File: src/rtl/clock_set_pkg.sv
// clock_set_pkg: shared definitions for the clock_setter block.
//   state_t      - sequencer states, in the order they are visited
//   SEG7_TABLE   - seven-segment codes for digits 0-9, active-high, bit order gfedcba
//   MIN_MOD      - minute counter modulus (60)
//   HRS_MOD      - hour counter modulus (24)
//   SETTLE_CYC   - cycles to wait after the last advance pulse before reading back
//   ENTER_CYC    - cycles the select line is held before the display is sampled
//   wrap_diff()  - (tgt - cur) mod modulus without going negative
package clock_set_pkg;

  typedef enum logic [2:0] {
    S_IDLE    = 3'd0,
    S_ENTER   = 3'd1,
    S_SAMPLE  = 3'd2,
    S_ADV_MIN = 3'd3,
    S_ADV_HRS = 3'd4,
    S_SETTLE  = 3'd5,
    S_CHECK   = 3'd6,
    S_DONE    = 3'd7
  } state_t;

  localparam logic [6:0] MIN_MOD    = 7'd60;
  localparam logic [6:0] HRS_MOD    = 7'd24;
  localparam logic [1:0] SETTLE_CYC = 2'd2;
  localparam logic [1:0] ENTER_CYC  = 2'd2;

  localparam logic [6:0] SEG7_TABLE [10] = '{
    7'h3F, 7'h06, 7'h5B, 7'h4F, 7'h66,
    7'h6D, 7'h7D, 7'h07, 7'h7F, 7'h6F
  };

  // Adding the modulus before subtracting keeps the intermediate value
  // non-negative; one conditional subtraction then brings it into range.
  function automatic logic [6:0] wrap_diff(input logic [6:0] tgt,
                                           input logic [6:0] cur,
                                           input logic [6:0] modulus);
    logic [7:0] sum_s;
    sum_s = {1'b0, tgt} + {1'b0, modulus} - {1'b0, cur};
    return (sum_s >= {1'b0, modulus}) ? 7'(sum_s - {1'b0, modulus}) : sum_s[6:0];
  endfunction

endpackage

File: src/rtl/clock_setter_if.sv
// clock_setter_if: request/response and clock-control bundle of clock_setter.
//   Start, Mode, TgtHrs, TgtMin      - set request (Mode 0 = time, 1 = alarm)
//   H1disp, H0disp, M1disp, M0disp   - seven-segment digits read back from the clock
//   Timeset, Alarmset, Minadv, Hrsadv - control lines driven into the clock
//   Busy, Done, Err                   - status back to the requester
// master: the system side (requester plus clock); slave: clock_setter.
interface clock_setter_if;

  logic       Start;
  logic       Mode;
  logic [4:0] TgtHrs;
  logic [5:0] TgtMin;
  logic [6:0] H1disp;
  logic [6:0] H0disp;
  logic [6:0] M1disp;
  logic [6:0] M0disp;
  logic       Timeset;
  logic       Alarmset;
  logic       Minadv;
  logic       Hrsadv;
  logic       Busy;
  logic       Done;
  logic       Err;

  modport master (
    output Start, Mode, TgtHrs, TgtMin, H1disp, H0disp, M1disp, M0disp,
    input  Timeset, Alarmset, Minadv, Hrsadv, Busy, Done, Err
  );

  modport slave (
    input  Start, Mode, TgtHrs, TgtMin, H1disp, H0disp, M1disp, M0disp,
    output Timeset, Alarmset, Minadv, Hrsadv, Busy, Done, Err
  );

endinterface

File: src/rtl/clock_setter_seg7_decode.sv
// seg7_decode: maps one seven-segment code back to its decimal digit.
//   seg   - segment code, active-high, bit order gfedcba
//   digit - decoded value 0-9 (0 when the code is not a digit)
//   valid - 1 when seg is exactly one of the ten digit codes
module seg7_decode
  import clock_set_pkg::*;
(
  input  logic [6:0] seg,
  output logic [3:0] digit,
  output logic       valid
);

  // Exact-match lookup; any partial or blank pattern is reported invalid.
  always_comb begin
    digit = 4'd0;
    valid = 1'b0;
    case (seg)
      SEG7_TABLE[0]: begin digit = 4'd0; valid = 1'b1; end
      SEG7_TABLE[1]: begin digit = 4'd1; valid = 1'b1; end
      SEG7_TABLE[2]: begin digit = 4'd2; valid = 1'b1; end
      SEG7_TABLE[3]: begin digit = 4'd3; valid = 1'b1; end
      SEG7_TABLE[4]: begin digit = 4'd4; valid = 1'b1; end
      SEG7_TABLE[5]: begin digit = 4'd5; valid = 1'b1; end
      SEG7_TABLE[6]: begin digit = 4'd6; valid = 1'b1; end
      SEG7_TABLE[7]: begin digit = 4'd7; valid = 1'b1; end
      SEG7_TABLE[8]: begin digit = 4'd8; valid = 1'b1; end
      SEG7_TABLE[9]: begin digit = 4'd9; valid = 1'b1; end
      default:       begin digit = 4'd0; valid = 1'b0; end
    endcase
  end

endmodule

File: src/rtl/clock_setter.sv
// clock_setter: drives an alarm clock's Timeset/Alarmset/Minadv/Hrsadv lines
// so that the selected register (time or alarm) reaches a requested hh:mm.
// The current value is read from the display, the clock is advanced by the
// wrap-corrected minute and hour distances, and the result is read back.
//   Clk   - clock shared with the alarm clock
//   Reset - synchronous, active-high
//   bus   - clock_setter_if.slave (request, display readback, control, status)
// All outputs come straight from flops whose next value is decoded from the
// next state, so each output lines up with the state it belongs to.
module clock_setter
  import clock_set_pkg::*;
(
  input  logic           Clk,
  input  logic           Reset,
  clock_setter_if.slave  bus
);

  state_t     state_r, state_s;
  logic       mode_r, mode_s;
  logic [4:0] tgt_hrs_r, tgt_hrs_s;
  logic [5:0] tgt_min_r, tgt_min_s;
  logic [6:0] min_left_r, min_left_s;
  logic [6:0] hrs_left_r, hrs_left_s;
  logic [1:0] cyc_r, cyc_s;

  logic timeset_r, timeset_s;
  logic alarmset_r, alarmset_s;
  logic minadv_r, minadv_s;
  logic hrsadv_r, hrsadv_s;
  logic busy_r, busy_s;
  logic done_r, done_s;
  logic err_r, err_s;
  logic sel_s;

  logic [3:0] h1_dig_s, h0_dig_s, m1_dig_s, m0_dig_s;
  logic       h1_ok_s, h0_ok_s, m1_ok_s, m0_ok_s;
  logic [6:0] cur_hrs_s, cur_min_s;
  logic [6:0] min_diff_s, hrs_diff_s;
  logic       disp_ok_s, match_s;

  seg7_decode dec_h1 (.seg(bus.H1disp), .digit(h1_dig_s), .valid(h1_ok_s));
  seg7_decode dec_h0 (.seg(bus.H0disp), .digit(h0_dig_s), .valid(h0_ok_s));
  seg7_decode dec_m1 (.seg(bus.M1disp), .digit(m1_dig_s), .valid(m1_ok_s));
  seg7_decode dec_m0 (.seg(bus.M0disp), .digit(m0_dig_s), .valid(m0_ok_s));

  assign cur_hrs_s  = ({3'b000, h1_dig_s} * 7'd10) + {3'b000, h0_dig_s};
  assign cur_min_s  = ({3'b000, m1_dig_s} * 7'd10) + {3'b000, m0_dig_s};
  assign disp_ok_s  = h1_ok_s && h0_ok_s && m1_ok_s && m0_ok_s &&
                      (cur_hrs_s <= 7'd23) && (cur_min_s <= 7'd59);
  // Distances are only consumed when disp_ok_s holds, so cur_* is in range.
  assign min_diff_s = wrap_diff({1'b0, tgt_min_r}, cur_min_s, MIN_MOD);
  assign hrs_diff_s = wrap_diff({2'b00, tgt_hrs_r}, cur_hrs_s, HRS_MOD);
  assign match_s    = disp_ok_s && (cur_hrs_s == {2'b00, tgt_hrs_r}) &&
                      (cur_min_s == {1'b0, tgt_min_r});

  // Next-state, counters, sticky error and next-output decode.
  always_comb begin
    state_s    = state_r;
    mode_s     = mode_r;
    tgt_hrs_s  = tgt_hrs_r;
    tgt_min_s  = tgt_min_r;
    min_left_s = min_left_r;
    hrs_left_s = hrs_left_r;
    cyc_s      = cyc_r;
    err_s      = err_r;
    case (state_r)
      S_IDLE: begin
        if (bus.Start) begin
          if ((bus.TgtHrs > 5'd23) || (bus.TgtMin > 6'd59)) begin
            // Out-of-range request: flag it and never touch the clock.
            err_s = 1'b1;
          end else begin
            mode_s    = bus.Mode;
            tgt_hrs_s = bus.TgtHrs;
            tgt_min_s = bus.TgtMin;
            err_s     = 1'b0;
            cyc_s     = ENTER_CYC - 2'd1;
            state_s   = S_ENTER;
          end
        end else begin
          state_s = S_IDLE;
        end
      end
      S_ENTER: begin
        if (cyc_r == 2'd0) begin
          state_s = S_SAMPLE;
        end else begin
          cyc_s = cyc_r - 2'd1;
        end
      end
      S_SAMPLE: begin
        if (!disp_ok_s) begin
          err_s   = 1'b1;
          state_s = S_DONE;
        end else begin
          min_left_s = min_diff_s;
          hrs_left_s = hrs_diff_s;
          cyc_s      = SETTLE_CYC - 2'd1;
          if (min_diff_s != 7'd0) begin
            state_s = S_ADV_MIN;
          end else if (hrs_diff_s != 7'd0) begin
            state_s = S_ADV_HRS;
          end else begin
            state_s = S_SETTLE;
          end
        end
      end
      S_ADV_MIN: begin
        // Entered with min_left >= 1; leaving on 1 gives exactly min_cnt cycles.
        min_left_s = min_left_r - 7'd1;
        if (min_left_r == 7'd1) begin
          state_s = (hrs_left_r != 7'd0) ? S_ADV_HRS : S_SETTLE;
        end else begin
          state_s = S_ADV_MIN;
        end
      end
      S_ADV_HRS: begin
        hrs_left_s = hrs_left_r - 7'd1;
        if (hrs_left_r == 7'd1) begin
          state_s = S_SETTLE;
        end else begin
          state_s = S_ADV_HRS;
        end
      end
      S_SETTLE: begin
        if (cyc_r == 2'd0) begin
          state_s = S_CHECK;
        end else begin
          cyc_s = cyc_r - 2'd1;
        end
      end
      S_CHECK: begin
        err_s   = !match_s;
        state_s = S_DONE;
      end
      S_DONE: begin
        state_s = S_IDLE;
      end
      default: begin
        state_s = S_IDLE;
      end
    endcase

    // The select line covers ENTER through CHECK so the display keeps
    // showing the register being written right up to the readback.
    sel_s      = (state_s != S_IDLE) && (state_s != S_DONE);
    timeset_s  = sel_s && !mode_s;
    alarmset_s = sel_s && mode_s;
    minadv_s   = (state_s == S_ADV_MIN);
    hrsadv_s   = (state_s == S_ADV_HRS);
    busy_s     = (state_s != S_IDLE);
    done_s     = (state_s == S_DONE);
  end

  // State, request latches, counters and output flops; Reset wins over Start.
  always_ff @(posedge Clk) begin
    if (Reset) begin
      state_r    <= S_IDLE;
      mode_r     <= 1'b0;
      tgt_hrs_r  <= 5'd0;
      tgt_min_r  <= 6'd0;
      min_left_r <= 7'd0;
      hrs_left_r <= 7'd0;
      cyc_r      <= 2'd0;
      timeset_r  <= 1'b0;
      alarmset_r <= 1'b0;
      minadv_r   <= 1'b0;
      hrsadv_r   <= 1'b0;
      busy_r     <= 1'b0;
      done_r     <= 1'b0;
      err_r      <= 1'b0;
    end else begin
      state_r    <= state_s;
      mode_r     <= mode_s;
      tgt_hrs_r  <= tgt_hrs_s;
      tgt_min_r  <= tgt_min_s;
      min_left_r <= min_left_s;
      hrs_left_r <= hrs_left_s;
      cyc_r      <= cyc_s;
      timeset_r  <= timeset_s;
      alarmset_r <= alarmset_s;
      minadv_r   <= minadv_s;
      hrsadv_r   <= hrsadv_s;
      busy_r     <= busy_s;
      done_r     <= done_s;
      err_r      <= err_s;
    end
  end

  assign bus.Timeset  = timeset_r;
  assign bus.Alarmset = alarmset_r;
  assign bus.Minadv   = minadv_r;
  assign bus.Hrsadv   = hrsadv_r;
  assign bus.Busy     = busy_r;
  assign bus.Done     = done_r;
  assign bus.Err      = err_r;

endmodule

File: src/flat_wrapper.sv
// flat-port wrapper written by rule: the top's interface ports become plain ports
module clock_setter_flat import clock_set_pkg::*;
  (Clk, Reset, bus_Start, bus_Mode, bus_TgtHrs, bus_TgtMin, bus_H1disp, bus_H0disp, bus_M1disp, bus_M0disp, bus_Timeset, bus_Alarmset, bus_Minadv, bus_Hrsadv, bus_Busy, bus_Done, bus_Err);
  clock_setter_if bus_i ();
  input  logic Clk;
  input  logic Reset;
  input wire logic [$bits(bus_i.Start)-1:0] bus_Start;
  input wire logic [$bits(bus_i.Mode)-1:0] bus_Mode;
  input wire logic [$bits(bus_i.TgtHrs)-1:0] bus_TgtHrs;
  input wire logic [$bits(bus_i.TgtMin)-1:0] bus_TgtMin;
  input wire logic [$bits(bus_i.H1disp)-1:0] bus_H1disp;
  input wire logic [$bits(bus_i.H0disp)-1:0] bus_H0disp;
  input wire logic [$bits(bus_i.M1disp)-1:0] bus_M1disp;
  input wire logic [$bits(bus_i.M0disp)-1:0] bus_M0disp;
  output wire logic [$bits(bus_i.Timeset)-1:0] bus_Timeset;
  output wire logic [$bits(bus_i.Alarmset)-1:0] bus_Alarmset;
  output wire logic [$bits(bus_i.Minadv)-1:0] bus_Minadv;
  output wire logic [$bits(bus_i.Hrsadv)-1:0] bus_Hrsadv;
  output wire logic [$bits(bus_i.Busy)-1:0] bus_Busy;
  output wire logic [$bits(bus_i.Done)-1:0] bus_Done;
  output wire logic [$bits(bus_i.Err)-1:0] bus_Err;
  assign bus_i.Start = bus_Start;
  assign bus_i.Mode = bus_Mode;
  assign bus_i.TgtHrs = bus_TgtHrs;
  assign bus_i.TgtMin = bus_TgtMin;
  assign bus_i.H1disp = bus_H1disp;
  assign bus_i.H0disp = bus_H0disp;
  assign bus_i.M1disp = bus_M1disp;
  assign bus_i.M0disp = bus_M0disp;
  assign bus_Timeset = bus_i.Timeset;
  assign bus_Alarmset = bus_i.Alarmset;
  assign bus_Minadv = bus_i.Minadv;
  assign bus_Hrsadv = bus_i.Hrsadv;
  assign bus_Busy = bus_i.Busy;
  assign bus_Done = bus_i.Done;
  assign bus_Err = bus_i.Err;
  clock_setter u_core (.Clk(Clk), .Reset(Reset), .bus(bus_i));
endmodule
File: config.mk
export PLATFORM = sky130hd
export DESIGN_NAME = clock_setter_flat
export DESIGN_NICKNAME = d
export VERILOG_FILES = /design/src/rtl/clock_set_pkg.sv /design/src/rtl/clock_setter_if.sv /design/src/rtl/clock_setter_seg7_decode.sv /design/src/rtl/clock_setter.sv /design/src/flat_wrapper.sv
export SDC_FILE = /design/constraint.sdc
export NUM_CORES = 1
export LEC_CHECK = 0
export ABC_CLOCK_PERIOD_IN_PS = 5600
export CAP_MARGIN = 10
export CORE_ASPECT_RATIO = 1.5
export CORE_MARGIN = 2
export CORE_UTILIZATION = 28
export CTS_CLUSTER_SIZE = 8
export DETAILED_ROUTE_END_ITERATION = 8
export DONT_BUFFER_PORTS = 1
export PLACE_DENSITY = 0.52
export SLEW_MARGIN = 10
export SYNTH_ARGS = -nofsm -noshare
export SYNTH_HDL_FRONTEND = slang
export SYNTH_SLANG_ARGS = --single-unit
File: constraint.sdc
create_clock -name Clk -period 5.6 [get_ports Clk]
set_clock_uncertainty 0.05 [all_clocks]
set_input_delay 0 -clock Clk [delete_from_list [all_inputs] [get_ports Clk]]
set_output_delay 0 -clock Clk [all_outputs]
set_load 0.005 [all_outputs]
==> results.sh <==
export IMPL_ant_nets=0
export IMPL_swShare=0.421
export IMPL_yosysMostFrequentCell="nor2_1"
export IMPL_portBuffers=0
export IMPL_path_class="primary input to flip-flop"
export IMPL_min_period_over_period=0.864
export IMPL_switching_power_uw=703
export IMPL_synth_edf_count=0
export IMPL_cpPeakStageDelay_ps=650
export IMPL_area_delta_synth_final_pct=11.2
export IMPL_hold_viol_final=0
export IMPL_cts_hold_buf=15
export IMPL_hpwl_um=8670
export IMPL_grt_first_pass_wirelength_um=18500
export IMPL_seqPwrFrac=0.242
export IMPL_combPwrFrac=0.554
export IMPL_drv_slew=0
export IMPL_htreeDepth=2
export IMPL_synth_top_area_cell="dfxtp_1"
export IMPL_clock_sinks=38
export IMPL_post_cts_resized=0
export IMPL_postLayoutCellArea_um2=4770
export IMPL_synth_top_cells_by_area="dfxtp_1 18%, ha_1 13%, nor2_1 5.5%"
export IMPL_ys_top_cells_by_count="63 x nor2_1, 48 x inv_1, 43 x ha_1, 38 x dfxtp_1, 38 x nand2_1"
export IMPL_dpl_instance_area_um2=4440
export IMPL_status="finished clean"
export IMPL_tns_ps=0
export IMPL_power_density_nw_per_um2=350
export IMPL_async_flop_share=0
export IMPL_crit_chain="or4b_2 > a21oi_1 > a21oi_1 > fa_1 > inv_1 > ha_1 > inv_1 > fa_1 > xor2_1 > ha_1 > inv_1 > a211oi_1 > o211ai_1 > nand3_1 > mux2_2 > nand4_1 > a21oi_1 > a221oi_2 > and4_4 > nor2_1"
export IMPL_via_per_inst=5.24
export IMPL_cpMaxStageDelayCell="or4b_2"
export IMPL_final_util=0.316
export IMPL_report_power_total_mw=1.67
export IMPL_grt_usage=0.136
export IMPL_ys_ff_latch=38
export IMPL_drtIter0Drc=401
export IMPL_core_um2=15100
export IMPL_clock_path_buffers=2
export IMPL_yosysTopAreaCellShare=0.177
export IMPL_syn_cell_area_um2=4290
export IMPL_drive_above_1_share=0.0833
export IMPL_vias=3944
export IMPL_cts_buffers=5
export IMPL_yosysWarnings=0
export IMPL_path_clk_slew_ps=70
export IMPL_intPower_uw=965
export IMPL_rsz0062_at_grt="no"
export IMPL_worst_path_max_fanout=6
export IMPL_cts_root_buf="clkbuf_16"
export IMPL_antenna_found_initial=1
export IMPL_start_util=0.285
export IMPL_worstPathArrival_ps=4970
export IMPL_tightest_slew_ps=905
export IMPL_clock_latency_ps=290
export IMPL_wl_per_cell_um=14.6
export IMPL_grt_start_max_net_pins=36
export IMPL_post_cts_buffers=0
export IMPL_final_nets=642
export IMPL_first_global_vias=3978
export IMPL_setup_violations=0
export IMPL_wirelength_um=11000
export IMPL_cts_tree="yes"
export IMPL_period_minus_slack_ps=4840
export IMPL_drc=0
export IMPL_fin_hold_ws_ps=136
export IMPL_synth_seq_area_share=0.177
export IMPL_max_freq_mhz=207
export IMPL_gp_congestion=0.837
export IMPL_dr_pass1_iters=4
export IMPL_irDropWorstVdd_uv=196
export IMPL_n_fill_cell=1594
export IMPL_ys_types=85
export IMPL_grt_ovfl_total=0
export IMPL_die_y_um=156
export IMPL_crit_required_ps=5730
export IMPL_relSlewSlack=0.395
export IMPL_clockPowerShare=0.203
export IMPL_p_leak_nw=1.93
export IMPL_hold_path_class="primary input to flip-flop"
export IMPL_die_area_um2=16300
export IMPL_synthCells=544
export IMPL_endpoint_kind="flip-flop"
export IMPL_startpoint_type="primary input"
export IMPL_ios=50
export IMPL_avgSynthCellArea_um2=7.88
export IMPL_syn_num_nets=635
export IMPL_ys_flop_type="dfxtp_1"
export IMPL_row_count=55
export IMPL_drv_cap=0
export IMPL_die_w_um=105
logic make-up after synthesis:
family,Yosys count,share of synthesized area
AO/OA/AOI/OAI,106,0.184
buffers and inverters,63,0.0659
AND/OR/NAND/NOR,239,0.310
XOR/XNOR,22,0.0467
flip-flops,38,0.177
adder cells (fa/ha/maj),48,0.149
multiplexers,28,0.0671
final timing paths:
kind / startpoint / endpoint / slack (ps) / cells past startpoint
worst max-delay path: bus_M0disp[0] / u_core.bus.Busy / 760 / 20
worst min-delay path: bus_TgtHrs[4] / u_core.bus.Err / 140 / 5
worst max register to register: u_core.tgt_min_r[1] / u_core.bus.Busy / 1580 / 15
worst min register to register: u_core.hrs_left_r[6] / u_core.hrs_left_r[6] / 420 / 1
area by class of cell:
class	instances	area (µm²)	area share
Antenna cell	1	2.50	0.000525
Clock buffer	5	125	0.0262
Clock inverter	3	45.0	0.00945
Inverter	48	180	0.0378
Multi-Input combinational cell	443	3250	0.681
Sequential cell	38	761	0.160
Tap cell	199	249	0.0522
Timing Repair Buffer	15	160	0.0336
metrics by stage:
stage               worst slack, ps  std cells
global route                    205        752
finish                          764        752
detailed placement              483        728
global placement                650        728
floorplan                       805        544
CTS                             785        751
power by group through the flow:
stage | Combinational [mW] | Clock, mW | Sequential, mW
final | 0.925 | 0.339 | 0.404
after global routing | 1.05 | 0.360 | 0.416
after CTS | 0.930 | 0.348 | 0.404
after detailed placement | 0.905 | 0 | 0.409
after global placement | 0.886 | 0 | 0.410
after floorplan | 0.756 | 0 | 0.387
per-layer routing:
layer | GRT usage | wire length [µm]
met5 | 0 | 0
met3 | 0.0276 | 459
met2 | 0.243 | 5500
met4 | 0.0457 | 107
met1 | 0.162 | 4890
flip-flops by register name, indices dropped and copies added, names as in the netlist:
register / cells
u_core.bus.Alarmset: 1
u_core.bus.Busy: 1
u_core.bus.Done: 1
u_core.bus.Err: 1
u_core.bus.Hrsadv: 1
u_core.bus.Minadv: 1
u_core.bus.Timeset: 1
u_core.cyc_r: 2
u_core.hrs_left_r: 7
u_core.min_left_r: 7
u_core.mode_r: 1
u_core.state_r: 3
u_core.tgt_hrs_r: 5
u_core.tgt_min_r: 6
worst max-delay path, delay by kind of cell:
family,cells,cell delay [ps]
buf+inv,3,220
simple gates,5,1400
xor+xnor,1,350
fa+ha+maj,4,1570
compound gates,6,1060
mux,1,360
layout by cell type (no fill, tap or decap), drive strengths merged, types with 4 or more instances in the layout:
cell type    count
nor2            64
a21oi           22
dlygate4sd3     14
a211oi           7
a31oi           11
nor3            16
fa               5
a21o             5
and4             4
nor3b            5
o21ai           17
nand2           40
nand3b           7
xor2            10
nand3           24
or3              6
and3            10
nand2b           8
and2             6
mux2i           22
nor4             7
ha              43
o22ai            5
or2              5
o211ai           8
inv             48
nand4           11
dfxtp           38
and3b            4
clkbuf           5
mux2             6
o21a             5
xnor2           12
nor4b            4
No activity file was read; power rests on OpenSTA's default activity.
